**src/rtl/elbeth_load_store_unit_pkg.sv**
```systemverilog
// Shared definitions for the ELBETH load/store unit: access sizes, op-field
// bit positions, FSM state encodings and the alignment rule.
package elbeth_load_store_unit_pkg;

  localparam logic [1:0] LSU_SIZE_B = 2'b00;
  localparam logic [1:0] LSU_SIZE_H = 2'b01;
  localparam logic [1:0] LSU_SIZE_W = 2'b10;

  localparam int LSU_OP_STORE    = 3;
  localparam int LSU_OP_UNSIGNED = 2;

  typedef enum logic [1:0] {
    ST_IDLE = 2'b00,
    ST_WAIT = 2'b01,
    ST_RESP = 2'b10,
    ST_EXC  = 2'b11
  } lsu_state_e;

  // Size 11 is handled as a word, so anything that is not byte/half needs
  // both low address bits clear.
  function automatic logic lsu_misaligned(input logic [1:0] size,
                                          input logic [1:0] addr_lo);
    case (size)
      LSU_SIZE_B: return 1'b0;
      LSU_SIZE_H: return addr_lo[0];
      default:    return |addr_lo;
    endcase
  endfunction

endpackage

```
**src/rtl/elbeth_lsu_align.sv**
```systemverilog
// Combinational lane logic: misalign detection, store byte-lane replication
// and enables, and load lane select with sign/zero extension.
module elbeth_lsu_align
  import elbeth_load_store_unit_pkg::*;
(
  input  logic [1:0]  size,
  input  logic        is_unsigned,
  input  logic [1:0]  addr_lo,
  input  logic [31:0] st_src,
  input  logic [31:0] ld_src,
  output logic        misaligned,
  output logic [31:0] st_data,
  output logic [3:0]  st_wsel,
  output logic [31:0] ld_data
);

  logic [7:0]  ld_byte;
  logic [15:0] ld_half;

  assign ld_byte = ld_src[{addr_lo, 3'b000} +: 8];
  assign ld_half = addr_lo[1] ? ld_src[31:16] : ld_src[15:0];

  // Lane steering per access size; the unsigned bit only matters for sub-word loads.
  always_comb begin
    misaligned = lsu_misaligned(size, addr_lo);
    st_data    = st_src;
    st_wsel    = 4'b1111;
    ld_data    = ld_src;
    case (size)
      LSU_SIZE_B: begin
        st_data = {4{st_src[7:0]}};
        st_wsel = 4'b0001 << addr_lo;
        ld_data = is_unsigned ? {24'h0, ld_byte} : {{24{ld_byte[7]}}, ld_byte};
      end
      LSU_SIZE_H: begin
        st_data = {2{st_src[15:0]}};
        st_wsel = 4'b0011 << {addr_lo[1], 1'b0};
        ld_data = is_unsigned ? {16'h0, ld_half} : {{16{ld_half[15]}}, ld_half};
      end
      default: begin
        st_data = st_src;
        st_wsel = 4'b1111;
        ld_data = ld_src;
      end
    endcase
  end

endmodule

```
**src/rtl/elbeth_load_store_unit.sv**
```systemverilog
// ELBETH memory-access stage: issues one data-memory access per request,
// stalls upstream until it completes, and turns misalignment or a bus
// timeout into a single-cycle exception pulse.
//
// state | meaning
// IDLE  | waiting for a request; misaligned requests go straight to EXC
// WAIT  | dmem_en held, waiting for dmem_ready or the timeout
// RESP  | rsp_valid pulse with the aligned load data
// EXC   | exc_misaligned or exc_bus_error pulse with the faulting address
module elbeth_load_store_unit
  import elbeth_load_store_unit_pkg::*;
#(
  parameter int TIMEOUT_CYCLES = 16
) (
  input  logic        clk,
  input  logic        rst,
  input  logic        req_valid,
  input  logic [3:0]  req_op,
  input  logic [31:0] req_addr,
  input  logic [31:0] req_wdata,
  output logic [31:0] dmem_addr,
  output logic [31:0] dmem_wdata,
  output logic [3:0]  dmem_wsel,
  output logic        dmem_en,
  output logic        dmem_wr,
  input  logic [31:0] dmem_rdata,
  input  logic        dmem_ready,
  output logic        lsu_stall,
  output logic        rsp_valid,
  output logic [31:0] rsp_rdata,
  output logic        exc_misaligned,
  output logic        exc_bus_error,
  output logic [31:0] exc_addr
);

  localparam int CNT_W = (TIMEOUT_CYCLES > 1) ? $clog2(TIMEOUT_CYCLES) : 1;
  // Down-counter is loaded on entry to WAIT; reaching zero without ready is the timeout.
  localparam logic [CNT_W-1:0] CNT_LOAD = CNT_W'((TIMEOUT_CYCLES > 0) ? TIMEOUT_CYCLES - 1 : 0);

  lsu_state_e        state_q, state_d;
  logic [3:0]        op_q, op_d;
  logic [31:0]       addr_q, addr_d;
  logic [31:0]       wdata_q, wdata_d;
  logic [3:0]        wsel_q, wsel_d;
  logic [CNT_W-1:0]  cnt_q, cnt_d;
  logic [31:0]       rdata_q, rdata_d;
  logic              bus_err_q, bus_err_d;
  logic [31:0]       exc_addr_q, exc_addr_d;

  logic              in_idle, in_wait;
  logic [1:0]        al_size, al_addr_lo;
  logic              al_unsigned, al_misaligned;
  logic [31:0]       al_st_data, al_ld_data;
  logic [3:0]        al_st_wsel;

  assign in_idle = (state_q == ST_IDLE);
  assign in_wait = (state_q == ST_WAIT);

  // The single aligner sees the live request in IDLE (store lanes, misalign)
  // and the registered request afterwards (load lane select).
  assign al_size     = in_idle ? req_op[1:0] : op_q[1:0];
  assign al_unsigned = in_idle ? req_op[LSU_OP_UNSIGNED] : op_q[LSU_OP_UNSIGNED];
  assign al_addr_lo  = in_idle ? req_addr[1:0] : addr_q[1:0];

  elbeth_lsu_align u_align (
    .size        (al_size),
    .is_unsigned (al_unsigned),
    .addr_lo     (al_addr_lo),
    .st_src      (req_wdata),
    .ld_src      (dmem_rdata),
    .misaligned  (al_misaligned),
    .st_data     (al_st_data),
    .st_wsel     (al_st_wsel),
    .ld_data     (al_ld_data)
  );

  // Next-state and register updates for the access sequence.
  always_comb begin
    state_d    = state_q;
    op_d       = op_q;
    addr_d     = addr_q;
    wdata_d    = wdata_q;
    wsel_d     = wsel_q;
    cnt_d      = cnt_q;
    rdata_d    = rdata_q;
    bus_err_d  = bus_err_q;
    exc_addr_d = exc_addr_q;
    case (state_q)
      ST_IDLE: begin
        if (req_valid) begin
          if (al_misaligned) begin
            exc_addr_d = req_addr;
            bus_err_d  = 1'b0;
            state_d    = ST_EXC;
          end else begin
            op_d    = req_op;
            addr_d  = req_addr;
            wdata_d = req_op[LSU_OP_STORE] ? al_st_data : 32'h0;
            wsel_d  = req_op[LSU_OP_STORE] ? al_st_wsel : 4'b0000;
            cnt_d   = CNT_LOAD;
            state_d = ST_WAIT;
          end
        end
      end
      ST_WAIT: begin
        if (dmem_ready) begin
          rdata_d = op_q[LSU_OP_STORE] ? 32'h0 : al_ld_data;
          state_d = ST_RESP;
        end else if ((TIMEOUT_CYCLES != 0) && (cnt_q == '0)) begin
          bus_err_d  = 1'b1;
          exc_addr_d = addr_q;
          state_d    = ST_EXC;
        end else begin
          cnt_d = cnt_q - 1'b1;
        end
      end
      default: state_d = ST_IDLE;
    endcase
  end

  // All state, with synchronous reset forcing IDLE and clearing every register.
  always_ff @(posedge clk) begin
    if (rst) begin
      state_q    <= ST_IDLE;
      op_q       <= '0;
      addr_q     <= '0;
      wdata_q    <= '0;
      wsel_q     <= '0;
      cnt_q      <= '0;
      rdata_q    <= '0;
      bus_err_q  <= 1'b0;
      exc_addr_q <= '0;
    end else begin
      state_q    <= state_d;
      op_q       <= op_d;
      addr_q     <= addr_d;
      wdata_q    <= wdata_d;
      wsel_q     <= wsel_d;
      cnt_q      <= cnt_d;
      rdata_q    <= rdata_d;
      bus_err_q  <= bus_err_d;
      exc_addr_q <= exc_addr_d;
    end
  end

  assign dmem_en        = in_wait;
  assign dmem_wr        = in_wait & op_q[LSU_OP_STORE];
  assign dmem_addr      = {addr_q[31:2], 2'b00};
  assign dmem_wdata     = wdata_q;
  assign dmem_wsel      = in_wait ? wsel_q : 4'b0000;
  assign lsu_stall      = (in_idle & req_valid) | in_wait;
  assign rsp_valid      = (state_q == ST_RESP);
  assign rsp_rdata      = rdata_q;
  assign exc_misaligned = (state_q == ST_EXC) & ~bus_err_q;
  assign exc_bus_error  = (state_q == ST_EXC) & bus_err_q;
  assign exc_addr       = exc_addr_q;

endmodule

```
**config.mk**
```make
export PLATFORM = sky130hd
export DESIGN_NAME = elbeth_load_store_unit
export DESIGN_NICKNAME = d
export VERILOG_FILES = /design/src/rtl/elbeth_load_store_unit_pkg.sv /design/src/rtl/elbeth_lsu_align.sv /design/src/rtl/elbeth_load_store_unit.sv
export SDC_FILE = /design/constraint.sdc
export NUM_CORES = 1
export LEC_CHECK = 0
export ABC_AREA = 1
export BUFFER_PORTS_ARGS = -buffer_cell sky130_fd_sc_hd__clkbuf_2
export CAP_MARGIN = 15
export CORE_MARGIN = 2
export CORE_UTILIZATION = 50
export CTS_BUF_LIST = sky130_fd_sc_hd__clkbuf_16
export CTS_CLUSTER_DIAMETER = 200
export DETAILED_ROUTE_END_ITERATION = 16
export PLACE_DENSITY_LB_ADDON = 0.12
export SYNTH_ARGS = -nofsm -noshare
export SYNTH_HDL_FRONTEND = slang
export SYNTH_HIERARCHICAL = 1
export SYNTH_SLANG_ARGS = --single-unit
```
**constraint.sdc**
```tcl
create_clock -name clk -period 3.5 [get_ports clk]
set_input_delay 0 -clock clk [delete_from_list [all_inputs] [get_ports clk]]
set_output_delay 0 -clock clk [all_outputs]
set_load 0.02 [all_outputs]
```
==> flow_metrics.py, run 1 <==
metrics = {
    "clock_tree": {
        "cts_resized": 0,
        "ctsHoldBuffers": 83,
        "clockBufferDepth": 2,
        "post_cts_buffers": 0,
        "htreeDepth": 4,
        "numCtsBuffers": 17,
        "path_clk_slew_ns": 0.06,
        "clk_latency_ns": 0.42,
        "cts.sinks": 143,
        "cts_tree": "done",
        "cts.root.buffer_cell": "clkbuf_16",
    },
    "grt": {
        "grt_pass1_vias": 6747,
        "grt_antenna_before_repair": 0,
        "grt_remaining_overflow": 0,
        "grt_pass1_wl_microns": 31900,
        "grt_max_degree": 73,
        "groute.usage.overall_pct": 26.4,
    },
    "yosys": {
        "muxShareOfSynthArea_pct": 0,
        "synth_edf_count": 0,
        "synth_cell_types": 30,
        "synth_seq_cells": 143,
        "synth_top_family_by_area": "simple AND/OR/NAND/NOR gates",
        "synth-xor-area-share_pct": 0.244,
        "ys_top_cells_by_area": "dfxtp_1 40%, nand2_1 19%, nor2_1 6.8%, a21oi_1 6.2%, nand3_1 5.4%",
        "yosysWarnings": 6,
        "synthAdderAreaFrac_pct": 0.174,
        "synth_top_area_share_pct": 39.8,
        "synth_top_flop_cell": "dfxtp_1",
        "yosys-top-cells-count": "364 x nand2_1, 143 x dfxtp_1, 130 x nor2_1, 89 x a21oi_1, 77 x nand3_1",
        "synth-simple-area-share_pct": 33.1,
        "synth-compound-area-share_pct": 13.2,
        "synth_top_area_cell": "dfxtp_1",
        "ys_seq_area_share_pct": 39.8,
        "synth_area_sq_um": 7190,
        "yosys.cell_count.top_type": "nand2_1",
        "async_flop_share_pct": 0,
        "syn_inst": 1101,
        "syn_area_per_cell_sq_um": 6.53,
    },
    "timing": {
        "max_freq_ghz": 0.335,
        "finalSetupTns_ns": 0,
        "finalCriticalPeriod_ns": 2.99,
        "relSlewSlack_pct": 25.7,
        "fin_skew_ns": 0.00646,
        "final_hold_viol_count": 0,
        "finalWorstSetupSlack_ns": 0.512,
        "slew_violations": 0,
        "rsz0062_at_grt": "false",
        "min_period_over_period_pct": 85.4,
        "setup_violations": 0,
        "tightestPinTransition_ns": 1.11,
    },
    "power_and_ir_drop": {
        "p_leak_nw": 4.67,
        "ir_worst_vdd_uv": 382,
        "power_density_nw_per_um2": 677,
    },
    "floorplanning": {
        "die_area_sq_um": 15300,
        "ios": 242,
        "die_y_microns": 124,
        "die_w_microns": 124,
        "coreArea_sq_um": 13900,
        "num_rows": 43,
        "start_util_pct": 51.6,
    },
    "worst_hold_path": {
        "hold_path_depth": 5,
        "holdCritPathClass": "input port to register",
    },
    "placement": {
        "place_congestion": 0.922,
        "dp_slack_ns": 0.673,
        "dpl.hpwl_microns": 13200,
        "io_buffer_count": 239,
    },
    "critical_path": {
        "arrival_ns": 3.26,
        "critPathCaptureType": "register",
        "crit_type": "register to register",
        "crit_slowest_cell": "dlygate4sd3_1",
        "cp_common_cell": "nand2_1",
        "ff2ff_path_depth": 13,
        "crit_chain": "inv_1 > nand2_1 > nand2_1 > nand2_1 > buf_4 > inv_2 > nand2_4 > nor2_4 > nand2_1 > nand3_1 > dlygate4sd3_1 > nand3_1 > a21oi_1",
        "slowest_delay_ns": 0.56,
        "cp.required_ns": 3.78,
        "crit_path_start_kind": "register",
        "critPathMaxFanout": 36,
    },
    "cells_and_area": {
        "diodes": 0,
        "syn2layout_area_growth_pct": 31.9,
        "drive_gt1_share_pct": 21.8,
        "fillerInstances": 1278,
        "fin_nets": 1449,
    },
    "drt": {
        "wl_met1_microns": 8660,
        "first_pass_iters": 8,
        "drc_errors": 0,
        "wl_microns": 20700,
        "top_layer": "met4",
        "drt_iter0_markers": 615,
        "detail_route.wl_per_cell_microns": 13.5,
        "met3WireLength_microns": 1720,
        "drt-vias-per-instance": 5.00,
        "antenna_left": 0,
        "wl_met2_microns": 9890,
        "routed-via-count": 7679,
    },
    "job": {
        "maxCapViolations": 0,
    },
    "outcome": {
        "status": "finished clean",
    },
}
## logic make-up (layout without fill, tap and decap cells)
kind of cell / after synthesis / in the layout
AND/OR/NAND/NOR: 584 / 584
buffers and inverters: 189 / 444
AO/OA/AOI/OAI: 181 / 181
flip-flops: 143 / 143
XOR/XNOR: 2 / 2
adder cells (fa/ha/maj): 1 / 1
other: 1 / 2
## placed cells by master (no fill, tap or decap), types with 3 or more instances in the layout
cell	count
dlygate4sd3_1	83
dfxtp_1	143
inv_1	76
o211ai_1	8
a21oi_1	89
nand2_1	364
o21ai_1	7
buf_4	9
nor2_1	130
clkbuf_2	239
o21ai_0	73
clkinv_1	3
inv_2	7
clkbuf_16	17
bufinv_16	5
nand3_1	76
nor2_4	3
## path summary, 6_finish.rpt
check	end	slack [ns]	start
worst min-delay path	rsp_rdata[20]	0.007	dmem_rdata[20]
worst max register to register	rsp_rdata[2]	0.51	state_q[1]
worst min register to register	rsp_rdata[12]	0.46	rsp_rdata[12]
worst max-delay path	rsp_rdata[2]	0.51	state_q[1]
## per-stage QoR
step | cells | utilization [%] | hold WS, ns | area [sq um] | power [W]
floorplan | 1102 | - | 0.164 | 7190 | 0.00394
global placement | 1422 | 57.6 | 0.264 | 8020 | 0.00439
detailed placement | 1422 | 57.6 | 0.276 | 8020 | 0.00441
CTS | 1537 | 68.1 | 0.0000161 | 9480 | 0.00645
global route | 1537 | 68.1 | 0.0287 | 9480 | 0.00684
finish | 1537 | 68.1 | 0.00719 | 9480 | 0.00642
## state kept, by name (all words and copies together), names as in the netlist
name,flops
rsp_rdata,32
exc_addr,32
cnt_q,4
op_q,4
wsel_q,4
bus_err_q,1
dmem_wdata,32
addr_q,32
state_q,2
## routing by layer
layer / vias up / track usage, %
li1: 3906 / -
met1: 3413 / 33.0
met2: 318 / 43.9
met3: 42 / 6.50
met4: 0 / 10.7
met5: - / 0
## cell type report
type,count,area [sq um],share of cell area [%]
timing repair buffer,331,2090,22.1
clock inverter,15,203,2.14
clock buffer,17,425,4.49
multi-input combinational,770,3370,35.5
tap,180,225,2.37
sequential,143,2860,30.2
inverter,81,304,3.21
## critical path: cells and delay by family (launching register included)
kind	cells	cell delay, ns
flops	1	0.47
buf+inv	4	1.32
compound gates	1	0.09
simple gates	8	0.95
## power by group
part | switching [W] | leakage (nW) | total, W | internal, W
clock network | 0.000683 | 0.312 | 0.00193 | 0.00125
logic | 0.00160 | 3.18 | 0.00239 | 0.000784
registers | 0.000168 | 1.17 | 0.00210 | 0.00193
total | 0.00245 | 4.67 | 0.00642 | 0.00397
Note: power is estimated with default switching activity, not from simulation.
==> inputs of run 2 (changes only) <==
--- a/config.mk
+++ b/config.mk
@@ -9,7 +9,7 @@
 export BUFFER_PORTS_ARGS = -buffer_cell sky130_fd_sc_hd__clkbuf_2
 export CAP_MARGIN = 15
 export CORE_MARGIN = 2
-export CORE_UTILIZATION = 50
+export CORE_UTILIZATION = 30
 export CTS_BUF_LIST = sky130_fd_sc_hd__clkbuf_16
 export CTS_CLUSTER_DIAMETER = 200
 export DETAILED_ROUTE_END_ITERATION = 16
==> flow_metrics.py, run 2 (synthesis results as in run 1) <==
metrics = {
    "outcome": {
        "status": "finished clean",
    },
    "grt": {
        "groute.usage.overall_pct": 18.7,
        "grt_pass1_vias": 7057,
        "grt_max_degree": 72,
        "grt_remaining_overflow": 0,
        "grt_pass1_wl_microns": 38500,
        "grt_antenna_before_repair": 0,
    },
    "cells_and_area": {
        "multi_input_area_sq_um": 3370,
        "final_common_cell": "nand2_1",
        "fin_util_pct": 41.5,
        "diodes": 0,
        "drive_gt1_share_pct": 22.3,
        "fin_nets": 1458,
        "syn2layout_area_growth_pct": 35.6,
        "layout_common_cells": "364 x nand2_1, 239 x clkbuf_2, 143 x dfxtp_1, 130 x nor2_1, 89 x a21oi_1",
        "fillerInstances": 2525,
        "seq_area_sq_um": 2860,
    },
    "critical_path": {
        "crit_path_start_kind": "register",
        "critical_path.reg2reg.endpoint": "rsp_rdata[1]",
        "critPathMaxFanout": 36,
        "crit_type": "register to register",
        "r2r_setup_slack_ns": 0.49,
        "cp.required_ns": 3.85,
        "arrival_ns": 3.36,
        "r2r-start": "state_q[1]",
        "ff2ff_path_depth": 13,
        "critPathCaptureType": "register",
    },
    "power_and_ir_drop": {
        "power_density_nw_per_um2": 676,
        "ir_worst_vdd_uv": 272,
        "pwr-share-clk_pct": 30.3,
        "switching_share_pct": 39.8,
        "p_switching_w": 0.00262,
        "p_leak_nw": 4.71,
        "pwr-share-seq_pct": 31.9,
        "p_int_w": 0.00396,
        "combPwrFrac_pct": 37.8,
    },
    "drt": {
        "antenna_left": 0,
        "drt-vias-per-instance": 4.48,
        "first_pass_iters": 6,
        "routed-via-count": 7552,
        "detail_route.wl_per_cell_microns": 14.0,
        "wl_microns": 23600,
        "drc_errors": 0,
        "drt_iter0_markers": 427,
    },
    "clock_tree": {
        "cts.sinks": 143,
        "cts.root.buffer_cell": "clkbuf_16",
        "clockBufferDepth": 2,
        "cts_tree": "done",
        "post_cts_buffers": 0,
        "cts_resized": 0,
        "path_clk_slew_ns": 0.07,
        "htreeDepth": 4,
        "ctsHoldBuffers": 88,
        "clk_latency_ns": 0.42,
        "numCtsBuffers": 17,
    },
    "worst_hold_path": {
        "hp-start": "dmem_rdata[19]",
        "holdCritPathClass": "input port to register",
        "whs_endpoint": "rsp_rdata[3]",
        "hold_path_depth": 5,
    },
    "timing": {
        "slew_violations": 0,
        "rsz0062_at_grt": "false",
        "finalCriticalPeriod_ns": 3.01,
        "fin_hold_ws_ns": 0.0120,
        "finalSetupTns_ns": 0,
        "tightestPinTransition_ns": 0.978,
        "min_period_over_period_pct": 86.1,
        "relSlewSlack_pct": 34.4,
        "fin_skew_ns": 0.0115,
        "finalWorstSetupSlack_ns": 0.487,
        "final_hold_viol_count": 0,
        "max_freq_ghz": 0.332,
        "setup_violations": 0,
    },
    "placement": {
        "place_congestion": 0.840,
        "io_buffer_count": 239,
        "dp_slack_ns": 0.808,
        "dpl.hpwl_microns": 15800,
    },
    "floorplanning": {
        "die_w_microns": 159,
        "die_y_microns": 159,
        "num_rows": 56,
        "die_area_sq_um": 25200,
        "ios": 242,
        "start_util_pct": 30.6,
        "coreArea_sq_um": 23500,
    },
    "job": {
        "maxCapViolations": 0,
    },
}
## run 2: area by class of cell
| cell class | instances | area share [%] |
|---|---|---|
| Multi-Input combinational cell | 770 | 34.6 |
| Clock buffer | 17 | 4.37 |
| Timing Repair Buffer | 340 | 22.3 |
| Sequential cell | 143 | 29.4 |
| Inverter | 81 | 3.12 |
| Tap cell | 319 | 4.10 |
| Clock inverter | 15 | 2.13 |
## run 2: critical path, cell delays in order, from the launching register on
cell,delay (ns)
dfxtp_1,0.38
inv_1,0.16
nand2_1,0.14
nand2_1,0.09
nand2_1,0.13
buf_4,0.30
inv_2,0.24
nand2_4,0.17
nor2_4,0.33
nand2_1,0.10
nand3_1,0.09
dlygate4sd3_1,0.55
nand3_1,0.08
a21oi_1,0.17
## run 2: how the worst max path moves through the flow
stage / startpoint / end / cells past startpoint
3_3_place_gp: state_q[1] / addr_q[19] / 11
2_1_floorplan: state_q[1] / exc_addr[26] / 15
6_report: state_q[1] / rsp_rdata[1] / 13
3_5_place_dp: state_q[1] / addr_q[19] / 11
4_1_cts: state_q[1] / rsp_rdata[2] / 13
5_1_grt: state_q[1] / rsp_rdata[2] / 13
## run 2: stage by stage
step                      total power (W)  instances  instance area, sq um
after floorplan                   0.00394       1102                  7190
after global placement            0.00451       1565                  8230
after detailed placement          0.00451       1565                  8230
after CTS                         0.00667       1685                  9740
after global routing              0.00708       1685                  9740
final                             0.00659       1685                  9740
## run 2: power groups by stage
stage / logic [W] / clock network [W] / registers [W]
2_1_floorplan: 0.00160 / 0 / 0.00234
3_3_place_gp: 0.00237 / 0 / 0.00213
3_5_place_dp: 0.00238 / 0 / 0.00214
4_1_cts: 0.00251 / 0.00206 / 0.00210
5_1_grt: 0.00280 / 0.00214 / 0.00214
6_report: 0.00249 / 0.00200 / 0.00210
## run 2: layer usage
metal	global-route usage (%)	up-vias	part of all wire (%)
li1	-	3930	-
met3	4.57	22	5.5
met4	5.13	0	1.4
met1	26.5	3359	50
met5	0	-	0
met2	28.1	241	43
==> inputs of run 3 (changes only) <==
==> constraint.sdc (replaced) <==
create_clock -name clk -period 2.6 [get_ports clk]
set_input_delay 0 -clock clk [delete_from_list [all_inputs] [get_ports clk]]
set_output_delay 0 -clock clk [all_outputs]
set_load 0.02 [all_outputs]
==> flow_metrics.py, run 3 (synthesis results as in run 1) <==
metrics = {
    "floorplanning": {
        "die_area_sq_um": 25200,
        "start_util_pct": 30.6,
        "coreArea_sq_um": 23500,
        "ios": 242,
        "num_rows": 56,
        "die_w_microns": 159,
        "die_y_microns": 159,
    },
    "timing": {
        "max_freq_ghz": 0.428,
        "final_hold_viol_count": 0,
        "finalCriticalPeriod_ns": 2.33,
        "finalSetupTns_ns": 0,
        "tightestPinTransition_ns": 0.828,
        "relSlewSlack_pct": 44.8,
        "min_period_over_period_pct": 89.8,
        "fin_skew_ns": 0.0157,
        "finalWorstSetupSlack_ns": 0.265,
        "rsz0062_at_grt": "true",
        "slew_violations": 0,
        "setup_violations": 0,
    },
    "critical_path": {
        "crit_slowest_cell": "dfxtp_1",
        "arrival_ns": 2.67,
        "critPathTopFamily": "simple AND/OR/NAND/NOR gates",
        "cp.required_ns": 2.94,
        "critPathBufInv": 2,
        "critPathCaptureType": "register",
        "critPathMaxFanout": 16,
        "crit_type": "register to register",
        "slowest_delay_ns": 0.38,
        "crit_path_start_kind": "register",
        "crit_chain": "nor2_4 > nand2_1 > o21ai_1 > buf_4 > inv_2 > o21ai_1 > nand3_4 > nand3_1 > nand3_1 > a21oi_1",
    },
    "cells_and_area": {
        "seq_area_sq_um": 2860,
        "final_common_cell": "nand2_1",
        "fillerInstances": 2547,
        "fin_nets": 1468,
        "multi_input_area_sq_um": 3380,
        "layout_common_cells": "364 x nand2_1, 239 x clkbuf_2, 143 x dfxtp_1, 130 x nor2_1, 91 x dlygate4sd3_1",
        "fin_util_pct": 41.9,
        "syn2layout_area_growth_pct": 36.7,
        "diodes": 0,
        "drive_gt1_share_pct": 22.3,
        "post-route-cell-area_sq_um": 9830,
    },
    "clock_tree": {
        "cts.sinks": 143,
        "clk_latency_ns": 0.42,
        "path_clk_slew_ns": 0.07,
        "htreeDepth": 4,
        "clockBufferDepth": 2,
        "cts.root.buffer_cell": "clkbuf_16",
        "numCtsBuffers": 17,
        "cts_tree": "done",
    },
    "placement": {
        "io_buffer_count": 239,
        "place_area_sq_um": 8310,
        "dp_slack_ns": 0.168,
        "dpl.hpwl_microns": 16000,
        "place_congestion": 0.799,
    },
    "drt": {
        "routed-via-count": 7618,
        "drt_iter0_markers": 524,
        "detail_route.wl_per_cell_microns": 14.0,
        "drc_errors": 0,
        "wl_microns": 23800,
        "first_pass_iters": 5,
        "drt-vias-per-instance": 4.50,
        "antenna_left": 0,
    },
    "grt": {
        "grt_max_degree": 72,
        "grt_pass1_wl_microns": 38300,
        "grt_remaining_overflow": 0,
        "groute.usage.overall_pct": 18.7,
        "grt_pass1_vias": 7093,
        "grt_antenna_before_repair": 0,
    },
    "power_and_ir_drop": {
        "ir_worst_vdd_uv": 310,
        "p_leak_nw": 4.75,
        "power_density_nw_per_um2": 890,
    },
    "outcome": {
        "status": "finished clean",
    },
    "worst_hold_path": {
        "holdCritPathClass": "input port to register",
    },
    "job": {
        "maxCapViolations": 0,
    },
}
## run 3: changes by cell type in the layout (fill, tap and decap cells not counted)
cell | previous run | this run
inv_6 | 5 | 1
clkinvlp_4 | 2 | 0
buf_12 | 0 | 2
dlygate4sd3_1 | 88 | 91
buf_4 | 13 | 17
inv_8 | 1 | 0
nand3_4 | 2 | 3
clkinv_1 | 1 | 3
buf_6 | 0 | 1
nand3_2 | 2 | 1
clkinv_4 | 1 | 2
clkinv_2 | 1 | 3
## run 3: repair_timing
item                                    CTS  global route
setup buffers                             0             0
endpoints found under the setup margin    0            24
hold buffers                             91             0
endpoints found under the hold margin   115             0
resized for setup                         0             2
## run 3: final cells by class
class	instances	area share, %
multi-input cells	770	34.4
repair buffers	350	23.3
clock inverters	13	1.76
inverters	81	3.09
well taps	319	4.06
clock buffers	17	4.33
flip-flops and latches	143	29.1
## run 3: report_power, final
group	total, W	switching, W	internal (W)
sequential	0.00283	0.000228	0.00260
combinational	0.00335	0.00224	0.00111
clock	0.00257	0.000984	0.00159
## run 3: worst paths after layout
check	start	endpoint	cells after the start	slack [ns]
setup / recovery	state_q[1]	rsp_rdata[24]	10	0.27
hold / removal	dmem_rdata[29]	rsp_rdata[13]	5	0.02
setup reg to reg	state_q[1]	rsp_rdata[24]	10	0.27
hold reg to reg	addr_q[30]	addr_q[30]	2	0.46
## run 3: routing by layer
layer | part of all wire [%] | up-vias | global-route usage [%]
met5 | 0 | - | 0
met1 | 47 | 3392 | 25.1
met4 | 1.2 | 0 | 4.59
met2 | 45 | 252 | 29.8
met3 | 6.2 | 20 | 4.94
li1 | - | 3954 | -
## run 3: worst register-to-register path, stage by stage (launching register included)
cell and delay (ns):
dfxtp_1 0.38, nor2_4 0.28, nand2_1 0.08, o21ai_1 0.16, buf_4 0.25, inv_2 0.17, o21ai_1 0.30, nand3_4 0.25
nand3_1 0.16, nand3_1 0.09, a21oi_1 0.15
## run 3: per-stage QoR
step	hold slack [ns]	power, W	instances
after floorplan	0.164	0.00531	1102
after global placement	0.275	0.00612	1572
after detailed placement	0.280	0.00613	1572
after CTS	0.00397	0.00883	1693
after global routing	0.0198	0.00937	1693
final	0.0172	0.00875	1693
